==> src/rtl/axis_pup_loop_pkg.sv <==
// Shared types and constants for the packer/unpacker loopback controller.
package axis_pup_loop_pkg;

   typedef enum logic [1:0] {
      NORMAL,
      DRAIN_TO_LOOP,
      LOOP,
      DRAIN_TO_NORMAL
   } loop_state_t;

   localparam int unsigned STATS_CNT_W = 32;

   function automatic logic [STATS_CNT_W-1:0] sat_inc(input logic [STATS_CNT_W-1:0] v);
      return (v == '1) ? v : v + STATS_CNT_W'(1);
   endfunction

endpackage

==> src/rtl/axis_sync_fifo.sv <==
// Single-clock AXIS FIFO holding tdata/tkeep/tlast; ready and valid are registered.
module axis_sync_fifo #(
   parameter int unsigned DATA_WIDTH = 32,
   parameter int unsigned FIFO_DEPTH = 16
) (
   input  logic                    clk,
   input  logic                    arst_n,
   input  logic [DATA_WIDTH-1:0]   in_tdata,
   input  logic [DATA_WIDTH/8-1:0] in_tkeep,
   input  logic                    in_tlast,
   input  logic                    in_tvalid,
   output logic                    in_tready,
   output logic [DATA_WIDTH-1:0]   out_tdata,
   output logic [DATA_WIDTH/8-1:0] out_tkeep,
   output logic                    out_tlast,
   output logic                    out_tvalid,
   input  logic                    out_tready
);

   localparam int unsigned KW = DATA_WIDTH / 8;
   localparam int unsigned AW = $clog2(FIFO_DEPTH);
   localparam int unsigned CW = AW + 1;
   localparam int unsigned WW = DATA_WIDTH + KW + 1;

   logic [WW-1:0] mem [FIFO_DEPTH];
   logic [AW-1:0] wr_ptr;
   logic [AW-1:0] rd_ptr;
   logic [CW-1:0] count;
   logic [CW-1:0] count_nx;
   logic          push;
   logic          pop;

   always_comb begin
      push     = in_tvalid & in_tready;
      pop      = out_tvalid & out_tready;
      count_nx = count + CW'(push) - CW'(pop);
   end

   // Flags are computed from the next count so they are registered yet never stale.
   always_ff @(posedge clk or negedge arst_n) begin
      if (!arst_n) begin
         wr_ptr     <= '0;
         rd_ptr     <= '0;
         count      <= '0;
         in_tready  <= 1'b0;
         out_tvalid <= 1'b0;
      end else begin
         if (push) wr_ptr <= wr_ptr + AW'(1);
         if (pop)  rd_ptr <= rd_ptr + AW'(1);
         count      <= count_nx;
         in_tready  <= (count_nx != CW'(FIFO_DEPTH));
         out_tvalid <= (count_nx != '0);
      end
   end

   always_ff @(posedge clk) begin
      if (push) mem[wr_ptr] <= {in_tlast, in_tkeep, in_tdata};
   end

   assign {out_tlast, out_tkeep, out_tdata} = mem[rd_ptr];

endmodule

==> src/rtl/axis_pup_loop_ctrl.sv <==
// Routes an AXIS stream through packer/unpacker or a local loopback, switching only on packet boundaries.
// Optional packet statistics are enabled by defining AXIS_PUP_LOOP_STATS_EN.
module axis_pup_loop_ctrl
   import axis_pup_loop_pkg::*;
#(
   parameter int unsigned DATA_WIDTH = 32,
   parameter int unsigned FIFO_DEPTH = 16
) (
   input  logic                    clk,
   input  logic                    arst_n,
   input  logic                    loop_req,
   output logic                    loop_active,
   output logic                    switch_busy,
`ifdef AXIS_PUP_LOOP_STATS_EN
   input  logic                    stats_clr,
   output logic [STATS_CNT_W-1:0]  loop_pkt_cnt,
   output logic [STATS_CNT_W-1:0]  norm_pkt_cnt,
`endif
   input  logic [DATA_WIDTH-1:0]   s_axis_tdata,
   input  logic [DATA_WIDTH/8-1:0] s_axis_tkeep,
   input  logic                    s_axis_tlast,
   input  logic                    s_axis_tvalid,
   output logic                    s_axis_tready,
   output logic [DATA_WIDTH-1:0]   m_axis_tdata,
   output logic [DATA_WIDTH/8-1:0] m_axis_tkeep,
   output logic                    m_axis_tlast,
   output logic                    m_axis_tvalid,
   input  logic                    m_axis_tready,
   output logic [DATA_WIDTH-1:0]   packer_axis_tdata,
   output logic [DATA_WIDTH/8-1:0] packer_axis_tkeep,
   output logic                    packer_axis_tlast,
   output logic                    packer_axis_tvalid,
   input  logic                    packer_axis_tready,
   input  logic [DATA_WIDTH-1:0]   unpacker_axis_tdata,
   input  logic [DATA_WIDTH/8-1:0] unpacker_axis_tkeep,
   input  logic                    unpacker_axis_tlast,
   input  logic                    unpacker_axis_tvalid,
   output logic                    unpacker_axis_tready
);

   localparam int unsigned KW = DATA_WIDTH / 8;

   loop_state_t     state;
   logic            pk_open;
   logic            up_open;
   logic            lp_open;

   logic [DATA_WIDTH-1:0] if_tdata;
   logic [KW-1:0]         if_tkeep;
   logic                  if_tlast;
   logic                  if_tvalid;
   logic                  if_tready;

   logic [DATA_WIDTH-1:0] of_tdata;
   logic [KW-1:0]         of_tkeep;
   logic                  of_tlast;
   logic                  of_tvalid;
   logic                  of_tready;

   logic pk_fwd, up_fwd, lp_fwd;
   logic pk_xfer, up_xfer, lp_xfer;

   axis_sync_fifo #(.DATA_WIDTH(DATA_WIDTH), .FIFO_DEPTH(FIFO_DEPTH)) u_in_fifo (
      .clk        (clk),
      .arst_n     (arst_n),
      .in_tdata   (s_axis_tdata),
      .in_tkeep   (s_axis_tkeep),
      .in_tlast   (s_axis_tlast),
      .in_tvalid  (s_axis_tvalid),
      .in_tready  (s_axis_tready),
      .out_tdata  (if_tdata),
      .out_tkeep  (if_tkeep),
      .out_tlast  (if_tlast),
      .out_tvalid (if_tvalid),
      .out_tready (if_tready)
   );

   axis_sync_fifo #(.DATA_WIDTH(DATA_WIDTH), .FIFO_DEPTH(FIFO_DEPTH)) u_out_fifo (
      .clk        (clk),
      .arst_n     (arst_n),
      .in_tdata   (of_tdata),
      .in_tkeep   (of_tkeep),
      .in_tlast   (of_tlast),
      .in_tvalid  (of_tvalid),
      .in_tready  (of_tready),
      .out_tdata  (m_axis_tdata),
      .out_tkeep  (m_axis_tkeep),
      .out_tlast  (m_axis_tlast),
      .out_tvalid (m_axis_tvalid),
      .out_tready (m_axis_tready)
   );

   // A path keeps forwarding during a drain only while its packet is still open.
   always_comb begin
      pk_fwd = (state == NORMAL) || ((state == DRAIN_TO_LOOP) && pk_open);
      up_fwd = (state == NORMAL) || ((state == DRAIN_TO_LOOP) && up_open);
      lp_fwd = (state == LOOP) || ((state == DRAIN_TO_NORMAL) && lp_open);

      packer_axis_tdata    = if_tdata;
      packer_axis_tkeep    = if_tkeep;
      packer_axis_tlast    = if_tlast;
      packer_axis_tvalid   = 1'b0;
      unpacker_axis_tready = 1'b0;
      if_tready            = 1'b0;
      of_tdata             = unpacker_axis_tdata;
      of_tkeep             = unpacker_axis_tkeep;
      of_tlast             = unpacker_axis_tlast;
      of_tvalid            = 1'b0;

      if (pk_fwd) begin
         packer_axis_tvalid = if_tvalid;
         if_tready          = packer_axis_tready;
      end
      if (lp_fwd) begin
         of_tdata  = if_tdata;
         of_tkeep  = if_tkeep;
         of_tlast  = if_tlast;
         of_tvalid = if_tvalid;
         if_tready = of_tready;
      end else if (up_fwd) begin
         of_tvalid            = unpacker_axis_tvalid;
         unpacker_axis_tready = of_tready;
      end

      pk_xfer = packer_axis_tvalid & packer_axis_tready;
      up_xfer = unpacker_axis_tvalid & unpacker_axis_tready;
      lp_xfer = lp_fwd & if_tvalid & of_tready;
   end

   always_ff @(posedge clk or negedge arst_n) begin
      if (!arst_n) begin
         pk_open <= 1'b0;
         up_open <= 1'b0;
         lp_open <= 1'b0;
      end else begin
         if (pk_xfer) pk_open <= !if_tlast;
         if (up_xfer) up_open <= !unpacker_axis_tlast;
         if (lp_xfer) lp_open <= !if_tlast;
      end
   end

   always_ff @(posedge clk or negedge arst_n) begin
      if (!arst_n) begin
         state       <= NORMAL;
         loop_active <= 1'b0;
         switch_busy <= 1'b0;
      end else begin
         case (state)
            NORMAL: begin
               if (loop_req) begin
                  state       <= DRAIN_TO_LOOP;
                  switch_busy <= 1'b1;
               end
            end
            DRAIN_TO_LOOP: begin
               if (!pk_open && !up_open) begin
                  state       <= LOOP;
                  switch_busy <= 1'b0;
                  loop_active <= 1'b1;
               end
            end
            LOOP: begin
               if (!loop_req) begin
                  state       <= DRAIN_TO_NORMAL;
                  loop_active <= 1'b0;
                  switch_busy <= 1'b1;
               end
            end
            DRAIN_TO_NORMAL: begin
               if (!lp_open) begin
                  state       <= NORMAL;
                  switch_busy <= 1'b0;
               end
            end
            default: begin
               state       <= NORMAL;
               loop_active <= 1'b0;
               switch_busy <= 1'b0;
            end
         endcase
      end
   end

`ifdef AXIS_PUP_LOOP_STATS_EN
   always_ff @(posedge clk or negedge arst_n) begin
      if (!arst_n) begin
         loop_pkt_cnt <= '0;
         norm_pkt_cnt <= '0;
      end else if (stats_clr) begin
         loop_pkt_cnt <= '0;
         norm_pkt_cnt <= '0;
      end else begin
         if (lp_xfer && if_tlast)             loop_pkt_cnt <= sat_inc(loop_pkt_cnt);
         if (up_xfer && unpacker_axis_tlast)  norm_pkt_cnt <= sat_inc(norm_pkt_cnt);
      end
   end
`endif

endmodule
==> config.mk <==
export PLATFORM = sky130hd
export DESIGN_NAME = axis_pup_loop_ctrl
export DESIGN_NICKNAME = d
export VERILOG_FILES = /design/src/rtl/axis_pup_loop_pkg.sv /design/src/rtl/axis_sync_fifo.sv /design/src/rtl/axis_pup_loop_ctrl.sv
export SDC_FILE = /design/constraint.sdc
export NUM_CORES = 1
export LEC_CHECK = 0
export CAP_MARGIN = 25
export CORE_MARGIN = 4
export CORE_UTILIZATION = 51
export CTS_BUF_LIST = sky130_fd_sc_hd__clkbuf_8
export DETAILED_ROUTE_END_ITERATION = 10
export GPL_ROUTABILITY_DRIVEN = 0
export GPL_TIMING_DRIVEN = 0
export PLACE_DENSITY_LB_ADDON = 0.15
export SYNTH_ARGS = -nofsm -noshare
export SYNTH_HDL_FRONTEND = slang
export SYNTH_SLANG_ARGS = --single-unit
==> constraint.sdc <==
create_clock -name clk -period 6.9 [get_ports clk]
set_input_delay 1.035 -clock clk [delete_from_list [all_inputs] [get_ports clk]]
set_output_delay 1.035 -clock clk [all_outputs]
set_load 0.1 [all_outputs]
# Word level (Yosys, flattened, before mapping)
# Memory sizes are Yosys's and may differ from the RTL's.
# Index checks and enable logic that the tools add are counted.
[totals]
reg_bits = 37
ram_bits = 1184
inputBits = 81
output_inout_bits = 80
word_cells = 87
n_memories = 2
[mem_list]
columns = ["memory", "words", "width", "rd", "rd_clocked_by_memory_dff", "wr", "line", "rtl"]
rows = [
  ["u_in_fifo.mem", 16, 37, 1, 0, 1, "axis_sync_fifo.sv:25", "logic [WW-1:0] mem [FIFO_DEPTH];"],
  ["u_out_fifo.mem", 16, 37, 1, 0, 1, "axis_sync_fifo.sv:25", ""],
]
[op_classes]
addsub = 8
n_eq_ne = 9
muxes = 27
bitwise = 8
n_reduce_logical = 17
[ops]
columns = ["op", "count"]
rows = [
  ["$mux W32", 1],
  ["$mux W1", 18],
  ["$add A4 B1 Y4 const B", 4],
  ["$add A5 B1 Y5", 2],
  ["$ne A5 B5 Y1 const B", 2],
  ["$reduce_bool A5 Y1", 2],
  ["$sub A5 B1 Y5", 2],
  ["$and A1 B1 Y1", 8],
  ["$mux W2", 4],
  ["$pmux W2 S4", 1],
  ["$ne A2 B2 Y1 const B", 3],
  ["$eq A2 B2 Y1 const B", 2],
  ["$logic_and A1 B1 Y1", 4],
  ["$logic_not A1 Y1", 4],
  ["$mux W4", 1],
  ["$pmux W1 S4", 1],
  ["$reduce_and A4 Y1", 1],
  ["$logic_or A1 B1 Y1", 3],
  ["$reduce_and A3 Y1", 1],
  ["$eq A2 B1 Y1 const B", 1],
  ["$logic_not A2 Y1", 1],
  ["$ne A2 B1 Y1 const B", 1],
  ["$pmux W1 S2", 1],
  ["$reduce_bool A2 Y1", 1],
]

# Longest topological paths before layout
# Gate-level depths: netlist (run 1).
[logic_depth]
depth_word = 9
mapped_depth = 13
depth_no_buf = 13

# Modules after synthesis
# From an unflattened synthesis (run 1), not the netlist that was laid out.
[hier_totals]
cells_unflattened = 2165
area_unflattened_um2 = 47465.5
[by_module_without_submodules]
columns = ["module", "n_inst", "cells_each", "area_per_inst_um2", "seq_area_each_um2"]
rows = [
  ["axis_sync_fifo at u_out_fifo", 1, 999, 23279.8, 18152.4],
  ["axis_sync_fifo at u_in_fifo", 1, 999, 23248.5, 18152.4],
  ["axis_pup_loop_ctrl", 1, 167, 937.1, 175.2],
]

# Least setup slack after synthesis (run 1)
# Ideal clock, no wire load.
[synth_timing]
path_type = "input to register"
startpoint = "input port s_axis_tvalid"
endpoint = "memory u_in_fifo.mem[3][0] (netlist bit), enable pin"
setup_time_ns = 0.477
arrival_ns = 4.137
required_time_ns = 6.423
path_slack_ns = 2.286
stages = 4
n_path_buf = 1
cell_sequence = "and2_1 -> clkbuf_1 -> nand2_1 -> nor3_1"
[synth_between]
elab_chain_len = 3
[synth_lines]
columns = ["element", "line", "rtl"]
rows = [
  ["from (decl)", "axis_pup_loop_ctrl.sv:22", "input logic s_axis_tvalid,"],
  ["$and A1 B1 Y1", "axis_sync_fifo.sv:34", "push = in_tvalid & in_tready;"],
  ["net u_in_fifo.push", "axis_sync_fifo.sv:30", "logic push;"],
  ["$mux W1", "axis_sync_fifo.sv:57", "if (push) mem[wr_ptr] <= {in_tlast, in_tkeep, in_tdata};"],
  ["$mux W1 (implied by the code)", "axis_sync_fifo.sv:57", ""],
  ["to (decl)", "axis_sync_fifo.sv:25", ""],
]
# The timed path passes the listed nets, and every way through them passes these cells.

# Worst setup path after layout (run 1)
[layout_timing]
startpoint = "register u_out_fifo.rd_ptr[1]"
endpoint = "output port m_axis_tdata[27]"
[layout_between]
elab_chain_len = 1
[layout_lines]
columns = ["element", "line", "rtl"]
rows = [
  ["from (decl)", "axis_sync_fifo.sv:27", "logic [AW-1:0] rd_ptr;"],
  ["from (signal assigned)", "axis_sync_fifo.sv:49", "if (pop) rd_ptr <= rd_ptr + AW'(1);"],
  ["$mem_v2 Z16 W37", "-", ""],
  ["to (decl)", "axis_pup_loop_ctrl.sv:24", "output logic [DATA_WIDTH-1:0] m_axis_tdata,"],
]
# Every way passes these cells.

==> results.sh, run 1 <==
export IMPL_grt_pass1_vias=24808
export IMPL_clk_pin_slew_ns=0.06
export IMPL_overflow=0
export IMPL_max_stage_delay_ns=1.00
export IMPL_grt_pass1_wl_um=164000
export IMPL_io_pin_count=161
export IMPL_max_freq_ghz=0.177
export IMPL_synthesis_area_sq_um=47500
export IMPL_slew_headroom_pct=31.4
export IMPL_timing_critical_path_slowest_stage_cell="clkdlybuf4s50_1"
export IMPL_grt_start_max_net_pins=38
export IMPL_postSynthNetCount=2333
export IMPL_post_drt_wl_per_cell_um=28.4
export IMPL_cts_setup_buffers=0
export IMPL_drt_initial_drc_count=2099
export IMPL_path_class="register to output port"
export IMPL_final_util_pct=59.7
export IMPL_routed_wl_um=114000
export IMPL_rsz0062_at_grt="false"
export IMPL_ys_ff_latch=1221
export IMPL_syn_inst=2225
export IMPL_fin_nets=2735
export IMPL_cts_root_buf="clkbuf_8"
export IMPL_synth_simple_gate_area_share_pct=1.85
export IMPL_rows=111
export IMPL_area_growth_pct=15.7
export IMPL_core_area_sq_um=92100
export IMPL_dominantRegCellSynth="edfxtp_1"
export IMPL_path_delay_family="buffers and inverters"
export IMPL_worst_path_buf_inv=4
export IMPL_synth_sequential_area_ratio_pct=76.8
export IMPL_dr_pass1_iters=5
export IMPL_holdWs_ns=0.321
export IMPL_synth_warnings=0
export IMPL_critPathCaptureType="output port"
export IMPL_synth_xor_area_share_pct=0.369
export IMPL_synth_compound_area_share_pct=2.72
export IMPL_finalCritPeriodShare_pct=81.7
export IMPL_drive_gt1_share_pct=22.9
export IMPL_synthMuxAreaShare_pct=16.0
export IMPL_port_buffers=160
export IMPL_drc_errors=0
export IMPL_antenna_found_initial=17
export IMPL_via_per_inst=5.85
export IMPL_numCtsBuffers=187
export IMPL_post_route_min_period_ns=5.64
export IMPL_grt_use_total_pct=23.4
export IMPL_slew_violations=0
export IMPL_final_hold_viol_count=0
export IMPL_synth_edf_count=1184
export IMPL_cts_hold_buf=0
export IMPL_routed_via_count=23500
export IMPL_path_cells="buf_2, clkbuf_1, clkbuf_1, mux4_2, mux4_2, clkdlybuf4s50_1"
export IMPL_cts_tree="done"
export IMPL_clock_path_buffers=3
export IMPL_die_h_um=313
export IMPL_synthArstFlopShare_pct=3.03
export IMPL_hold_path_class="input pin to asynchronous set/reset pin"
export IMPL_tightestPinTransition_ns=1.02
export IMPL_crit_path_max_fanout=10
export IMPL_drv_cap=0
export IMPL_detail_route_antenna_nets=0
export IMPL_avgSynthCellArea_sq_um=21.4
export IMPL_crit_cells=6
export IMPL_clkLatencyLatePin_ns=0.87
export IMPL_post_cts_resized=0
export IMPL_fin_area_sq_um=55000
export IMPL_dp_hpwl_um=73100
export IMPL_rr_worst_depth=8
export IMPL_die_area_sq_um=98100
export IMPL_arrival_ns=4.60
export IMPL_synth_distinct_cells=46
export IMPL_critPathLaunchType="register"
export IMPL_placed_cell_area_sq_um=51700
export IMPL_cts_sinks=1221
export IMPL_cp_required_ns=5.86
export IMPL_htreeDepth=4
export IMPL_synth_adder_area_share_pct=0.743
export IMPL_status="complete, no violations"
export IMPL_synth_top_family_by_area="multiplexers"
export IMPL_setup_violations=0
export IMPL_skew_ns=0.0455
export IMPL_dieWidth_um=313
export IMPL_initial_core_util_pct=51.6
-- cell usage after synthesis (12+ instances only) --
master / number / area share (%)
a21oi_1: 12 / 0.13
a22oi_1: 145 / 2.3
and3_1: 14 / 0.18
and4_4: 30 / 0.71
buf_2: 47 / 0.50
buf_6: 14 / 0.33
clkbuf_1: 36 / 0.28
dfrtp_1: 37 / 1.9
edfxtp_1: 1184 / 75
ha_1: 25 / 0.66
inv_1: 22 / 0.17
mux2_2: 41 / 0.97
mux2i_1: 293 / 6.2
mux4_2: 187 / 8.9
nand2_1: 13 / 0.10
nor2_1: 17 / 0.13
xnor2_1: 12 / 0.22
-- placed cells by master, fill, tap and decap left out, drive strengths merged, types with 14 or more instances in the layout --
cell              n
clkbuf          226
a22oi           145
buf             132
ha               25
edfxtp         1184
nor2             17
mux4            187
and4             36
dfrtp            37
mux2i           293
clkdlybuf4s50   159
mux2             41
inv             103
clkinv           53
and3             14
-- metal layers --
metal  up-vias  wire length, um  track usage, %
li1      10093                -               -
met1     12348            44400            29.8
met2       867            58500            40.2
met3       186             8370            5.53
met4         6             2550            6.84
met5         -               34               0
-- kinds of logic after synthesis --
family / Yosys count
compound gates: 177
xor+xnor: 20
fa+ha+maj: 27
buf+inv: 138
flops: 1221
mux: 521
simple gates: 121
-- per-stage QoR --
stage,worst slack (ns),std cells,TNS [ns]
floorplan,2.29,2225,0
global placement,-1.76,3628,-201.60
detailed placement,2.09,3681,0
CTS,1.13,4008,0
global route,1.08,4011,0
finish,1.26,4014,0
-- path summary, 6_finish.rpt --
kind                                             startpoint  slack (ns)                                to
min reg2reg                         switch_busy$_DFFE_PN0P_        0.55           switch_busy$_DFFE_PN0P_
max reg2reg                            state[0]$_DFFE_PN0P_        3.35  u_out_fifo.mem[12][14]$_DFFE_PP_
max                        u_out_fifo.rd_ptr[1]$_DFFE_PN0P_        1.26                  m_axis_tdata[27]
max in group asynchronous                            arst_n        6.01   u_in_fifo.rd_ptr[2]$_DFFE_PN0P_
min                                                  arst_n        0.32     u_out_fifo.count[1]$_DFF_PN0_
min in group clk                    switch_busy$_DFFE_PN0P_        0.55           switch_busy$_DFFE_PN0P_
-- cell type report --
class / instances / area [sq um]
diodes: 6 / 15.0
plain buffers: 115 / 633
clock buffers: 189 / 2600
clock inverters: 138 / 629
fillers: 6587 / 37100
inverters: 23 / 86.3
multi-input cells: 866 / 10400
flip-flops and latches: 1221 / 36500
well taps: 1243 / 1560
repair buffers: 213 / 2530
-- state kept, by name, summed over array words and instances, names as in the netlist --
| name | cells |
|---|---|
| u_in_fifo.in_tready | 1 |
| lp_open | 1 |
| loop_active | 1 |
| u_in_fifo.out_tvalid | 1 |
| u_out_fifo.count | 5 |
| switch_busy | 1 |
| state | 2 |
| u_out_fifo.out_tvalid | 1 |
| u_in_fifo.mem | 592 |
| u_out_fifo.mem | 592 |
| u_out_fifo.wr_ptr | 4 |
| u_in_fifo.count | 5 |
| u_in_fifo.rd_ptr | 4 |
| up_open | 1 |
| u_in_fifo.wr_ptr | 4 |
| u_out_fifo.rd_ptr | 4 |
| pk_open | 1 |
| u_out_fifo.in_tready | 1 |
Power of run 1 is not shown: default switching activity piles up to over one toggle a cycle in this logic, so the estimate is an artifact.
==> inputs of run 2 (changes only) <==
==> constraint.sdc (replaced) <==
create_clock -name clk -period 4.6 [get_ports clk]
set_input_delay 0.69 -clock clk [delete_from_list [all_inputs] [get_ports clk]]
set_output_delay 0.69 -clock clk [all_outputs]
set_load 0.1 [all_outputs]
==> run 2 against run 1 <==
Critical path depth up 1. First-iteration DRC count up 1.7%. Core utilization down 0.060 points. Wire length about the same. Global-route usage about the same. Sequential share of layout area up 0.066 points. Register-to-register slack worse by 2.3 ns. Count of clock-buffer cells in the layout unchanged. Worst hold slack better by 0.15 ns. Via count down 0.44%. Die area unchanged. Largest cell class unchanged. Highest routed layer unchanged.
==> results.sh, run 2 (same netlist as run 1, synthesis figures left out) <==
export IMPL_slew_headroom_pct=32.1
export IMPL_slew_violations=0
export IMPL_rows=111
export IMPL_antenna_found_initial=17
export IMPL_critPathCaptureType="output port"
export IMPL_final_common_cell="edfxtp_1"
export IMPL_dr_pass1_iters=6
export IMPL_detail_route_antenna_nets=0
export IMPL_hold_path_class="input pin to register"
export IMPL_clock_path_buffers=3
export IMPL_cts_sinks=1221
export IMPL_holdWs_ns=0.474
export IMPL_drive_gt1_share_pct=24.4
export IMPL_initial_core_util_pct=51.6
export IMPL_drc_errors=0
export IMPL_drv_cap=0
export IMPL_cp_required_ns=3.91
export IMPL_numCtsBuffers=187
export IMPL_drt_initial_drc_count=2134
export IMPL_clkLatencyLatePin_ns=0.87
export IMPL_post_route_min_period_ns=4.46
export IMPL_area_growth_pct=15.6
export IMPL_via_per_inst=5.83
export IMPL_routed_wl_um=114000
export IMPL_die_area_sq_um=98100
export IMPL_port_buffers=160
export IMPL_critPathLaunchType="register"
export IMPL_die_h_um=313
export IMPL_overflow=0
export IMPL_tightestPinTransition_ns=1.02
export IMPL_clk_pin_slew_ns=0.06
export IMPL_top_regs="u_in_fifo.mem x592, u_out_fifo.mem x592"
export IMPL_io_pin_count=161
export IMPL_grt_pass1_wl_um=164000
export IMPL_htreeDepth=4
export IMPL_grt_start_max_net_pins=38
export IMPL_fin_nets=2735
export IMPL_path_class="register to output port"
export IMPL_pre_cts_slack_ns=0.132
export IMPL_setup_violations=0
export IMPL_final_cell_mix="1184 x edfxtp_1, 293 x mux2i_1, 189 x clkbuf_8"
export IMPL_dpl_cell_count=3681
export IMPL_skew_ns=0.0498
export IMPL_status="complete, no violations"
export IMPL_grt_pass1_vias=24799
export IMPL_core_area_sq_um=92100
export IMPL_finalCritPeriodShare_pct=97.0
export IMPL_crit_path_max_fanout=10
export IMPL_post_drt_wl_per_cell_um=28.3
export IMPL_max_freq_ghz=0.224
export IMPL_dieWidth_um=313
export IMPL_arrival_ns=3.77
export IMPL_grt_use_total_pct=23.4
export IMPL_final_setup_worst_slack_ns=0.140
export IMPL_dp_hpwl_um=73100
export IMPL_routed_via_count=23396
export IMPL_cts_setup_buffers=0
export IMPL_cts_tree="done"
export IMPL_instances_no_fill=4015
export IMPL_setup_tns_ns=0
export IMPL_cts_root_buf="clkbuf_8"
export IMPL_rsz0062_at_grt="false"
export IMPL_final_hold_viol_count=0
run 2: changes by cell type in the layout (fill, tap and decap cells not counted), moves of 5 or more:
cell             previous run  this run
clkdlybuf4s15_2             0        13
clkbuf_1                   36        24
dlygate4sd2_1               0        44
buf_1                       8         3
clkbuf_2                    0        25
clkdlybuf4s50_1           159        86
run 2: metrics by stage:
step                cell area, sq um  util (%)
floorplan                      47500         -
global placement               50700      55.0
detailed placement             51700      56.2
CTS                            54900      59.7
global route                   54900      59.6
finish                         54900      59.6
run 2: layer usage:
layer / routed length [um] / vias up / global-route usage, %
li1: - / 10088 / -
met1: 44700 / 12267 / 29.9
met2: 58300 / 846 / 40.2
met3: 8150 / 189 / 5.52
met4: 2590 / 6 / 6.83
met5: 34 / - / 0
run 2: final timing paths:
| path | start | to | cells after the start | slack [ns] |
|---|---|---|---|---|
| setup / recovery | u_in_fifo.rd_ptr[2]$_DFFE_PN0P_ | packer_axis_tdata[16] | 7 | 0.14 |
| hold / removal | unpacker_axis_tlast | up_open$_DFFE_PN0P_ | 2 | 0.47 |
| setup reg to reg | state[0]$_DFFE_PN0P_ | u_out_fifo.mem[12][14]$_DFFE_PP_ | 8 | 1.06 |
| hold reg to reg | switch_busy$_DFFE_PN0P_ | switch_busy$_DFFE_PN0P_ | 1 | 0.55 |
| max in group asynchronous | arst_n | u_in_fifo.rd_ptr[2]$_DFFE_PN0P_ | 2 | 3.51 |
| min in group asynchronous | arst_n | u_out_fifo.count[1]$_DFF_PN0_ | 2 | 0.52 |
run 2: layout make-up:
cell class,instances,area [sq um]
inverters,23,86.3
clock inverters,138,629
fillers,6606,37200
clock buffers,189,2600
flip-flops and latches,1221,36500
well taps,1243,1560
repair buffers,214,2430
diodes,7,17.5
plain buffers,114,663
multi-input cells,866,10400
run 2: worst max-delay path, cell delays in order (launching register included):
cell and delay, ns:
dfrtp_1 0.32, buf_2 0.31, and3b_1 0.20, buf_2 0.31, clkbuf_1 0.59, a22oi_1 0.19, and4_4 0.27, clkdlybuf4s15_1 0.73
run 2: what timing repair did:
action	in CTS	in global routing
pin swaps	0	0
setup endpoints to repair	74	23
gates resized for setup	120	35
hold buffers	1	0
endpoints found under the hold margin	37	0
gates cloned	0	0
Power of run 2 is left out for the same reason.
==> inputs of run 3 (changes only) <==
--- a/config.mk
+++ b/config.mk
@@ -6,7 +6,7 @@
 export NUM_CORES = 1
 export LEC_CHECK = 0
 export CAP_MARGIN = 25
-export CORE_MARGIN = 4
+export CORE_MARGIN = 2
 export CORE_UTILIZATION = 51
 export CTS_BUF_LIST = sky130_fd_sc_hd__clkbuf_8
 export DETAILED_ROUTE_END_ITERATION = 10
==> constraint.sdc (replaced) <==
create_clock -name clk -period 5.1 [get_ports clk]
set_input_delay 0.765 -clock clk [delete_from_list [all_inputs] [get_ports clk]]
set_output_delay 0.765 -clock clk [all_outputs]
set_load 0.1 [all_outputs]
==> run 3 against run 2 <==
Sequential share of layout area down 0.32 points. Core utilization up 0.38 points. First-iteration DRC count up 7.8%. Clock skew down 0.024 ns. Wire length up 0.41%.
==> results.sh, run 3 (same netlist as run 1, synthesis figures left out) <==
export IMPL_htreeDepth=4
export IMPL_cts_root_buf="clkbuf_8"
export IMPL_max_freq_ghz=0.199
export IMPL_grt_use_total_pct=24.2
export IMPL_crit_cells=6
export IMPL_crit_start="u_in_fifo.rd_ptr[0]$_DFFE_PN0P_"
export IMPL_arrival_ns=4.25
export IMPL_setup_violations=0
export IMPL_cts_tree="done"
export IMPL_max_stage_delay_ns=0.97
export IMPL_drt_initial_drc_count=2300
export IMPL_antenna_found_initial=16
export IMPL_drv_cap=0
export IMPL_die_area_sq_um=95600
export IMPL_drc_errors=0
export IMPL_crit_end="packer_axis_tdata[7]"
export IMPL_finalCritPeriodShare_pct=98.4
export IMPL_clkLatencyLatePin_ns=0.83
export IMPL_grt_start_max_net_pins=34
export IMPL_status="complete, no violations"
export IMPL_cts_sinks=1221
export IMPL_top_regs="u_in_fifo.mem x592, u_out_fifo.mem x592"
export IMPL_drive_gt1_share_pct=23.6
export IMPL_clk_pin_slew_ns=0.06
export IMPL_path_class="register to output port"
export IMPL_via_per_inst=5.88
export IMPL_post_route_min_period_ns=5.02
export IMPL_timing_critical_path_slowest_stage_cell="clkdlybuf4s50_1"
export IMPL_numCtsBuffers=190
export IMPL_post_drt_wl_per_cell_um=28.4
export IMPL_worst_path_buf_inv=3
export IMPL_r2r_slack_ns=1.56
export IMPL_fin_nets=2743
export IMPL_slew_violations=0
export IMPL_die_h_um=309
export IMPL_slew_headroom_pct=31.3
export IMPL_critPathCaptureType="output port"
export IMPL_final_cell_mix="1184 x edfxtp_1, 293 x mux2i_1, 203 x clkbuf_8"
export IMPL_skew_ns=0.0258
export IMPL_rows=111
export IMPL_critPathLaunchType="register"
export IMPL_hold_path_class="input pin to asynchronous set/reset pin"
export IMPL_overflow=0
export IMPL_dp_hpwl_um=74100
export IMPL_tightestPinTransition_ns=1.03
export IMPL_final_hold_viol_count=0
export IMPL_area_growth_pct=16.1
export IMPL_grt_pass1_wl_um=163000
export IMPL_grt_pass1_vias=24579
export IMPL_core_area_sq_um=91900
export IMPL_cp_required_ns=4.34
export IMPL_initial_core_util_pct=51.7
export IMPL_final_common_cell="edfxtp_1"
export IMPL_port_buffers=160
export IMPL_detail_route_antenna_nets=0
export IMPL_io_pin_count=161
export IMPL_path_delay_family="buffers and inverters"
export IMPL_routed_via_count=23635
export IMPL_reg2reg_from="state[0]$_DFFE_PN0P_"
export IMPL_dr_pass1_iters=5
export IMPL_rr_worst_depth=8
export IMPL_routed_wl_um=114000
export IMPL_setup_tns_ns=0
export IMPL_crit_path_max_fanout=10
export IMPL_r2r_end="u_out_fifo.mem[2][10]$_DFFE_PP_"
export IMPL_dieWidth_um=309
export IMPL_clock_path_buffers=3
export IMPL_path_cells="buf_4, nor3b_4, clkbuf_1, a22oi_1, and4_4, clkdlybuf4s50_1"
==> run 3: cell count changes in the layout (fill, tap and decap cells not counted), moves of 4 or more <==
cell and delta:
clkinv_2 -4, clkdlybuf4s15_2 -12, buf_16 +4, dlymetal6s2s_1 +5, dlygate4sd2_1 -11, clkbuf_8 +14, inv_1 +7, clkbuf_2 -18
clkdlybuf4s50_1 +35, clkbuf_1 +5, clkinv_1 -11
==> run 3: final cells by class <==
| cell class | count | area, sq um |
|---|---|---|
| fillers | 6634 | 36800 |
| repair buffers | 218 | 2610 |
| diodes | 5 | 12.5 |
| plain buffers | 115 | 652 |
| clock buffers | 203 | 2790 |
| inverters | 23 | 86.3 |
| clock inverters | 128 | 551 |
| well taps | 1243 | 1560 |
| flip-flops and latches | 1221 | 36500 |
| multi-input cells | 866 | 10400 |
==> run 3: metal layers <==
metal	GRT usage (%)	part of all wire (%)	vias up
met5	0	0.066	-
li1	-	-	10089
met1	31.2	39	12438
met3	5.37	7.4	187
met4	7.72	2.6	12
met2	41.0	51	909
==> run 3: timing repair <==
item,CTS,global route
setup endpoints to repair,36,15
hold buffers,1,0
setup buffers,0,0
gates resized for setup,42,9
hold endpoints to repair,37,0
==> run 3: how the worst min path moves through the flow <==
stage | startpoint | end
2_1_floorplan | arst_n | loop_active$_DFFE_PN0P_
3_3_place_gp | switch_busy$_DFFE_PN0P_ | switch_busy$_DFFE_PN0P_
3_5_place_dp | switch_busy$_DFFE_PN0P_ | switch_busy$_DFFE_PN0P_
4_1_cts | arst_n | u_out_fifo.rd_ptr[1]$_DFFE_PN0P_
5_1_grt | arst_n | u_out_fifo.rd_ptr[1]$_DFFE_PN0P_
6_report | arst_n | u_out_fifo.rd_ptr[1]$_DFFE_PN0P_
==> run 3: per-stage QoR <==
| step | hold WS (ns) | area (sq um) | worst slack (ns) | util, % | cells |
|---|---|---|---|---|---|
| floorplan | 0.469 | 47500 | 0.502 | - | 2225 |
| global placement | 0.506 | 50700 | -3.21 | 55.1 | 3628 |
| detailed placement | 0.511 | 51800 | 0.571 | 56.4 | 3685 |
| CTS | 0.233 | 55100 | 0.0000289 | 60.0 | 4017 |
| global route | 0.246 | 55200 | -0.00128 | 60.0 | 4021 |
| finish | 0.308 | 55200 | 0.0830 | 60.0 | 4022 |
Power of run 3 is left out for the same reason.
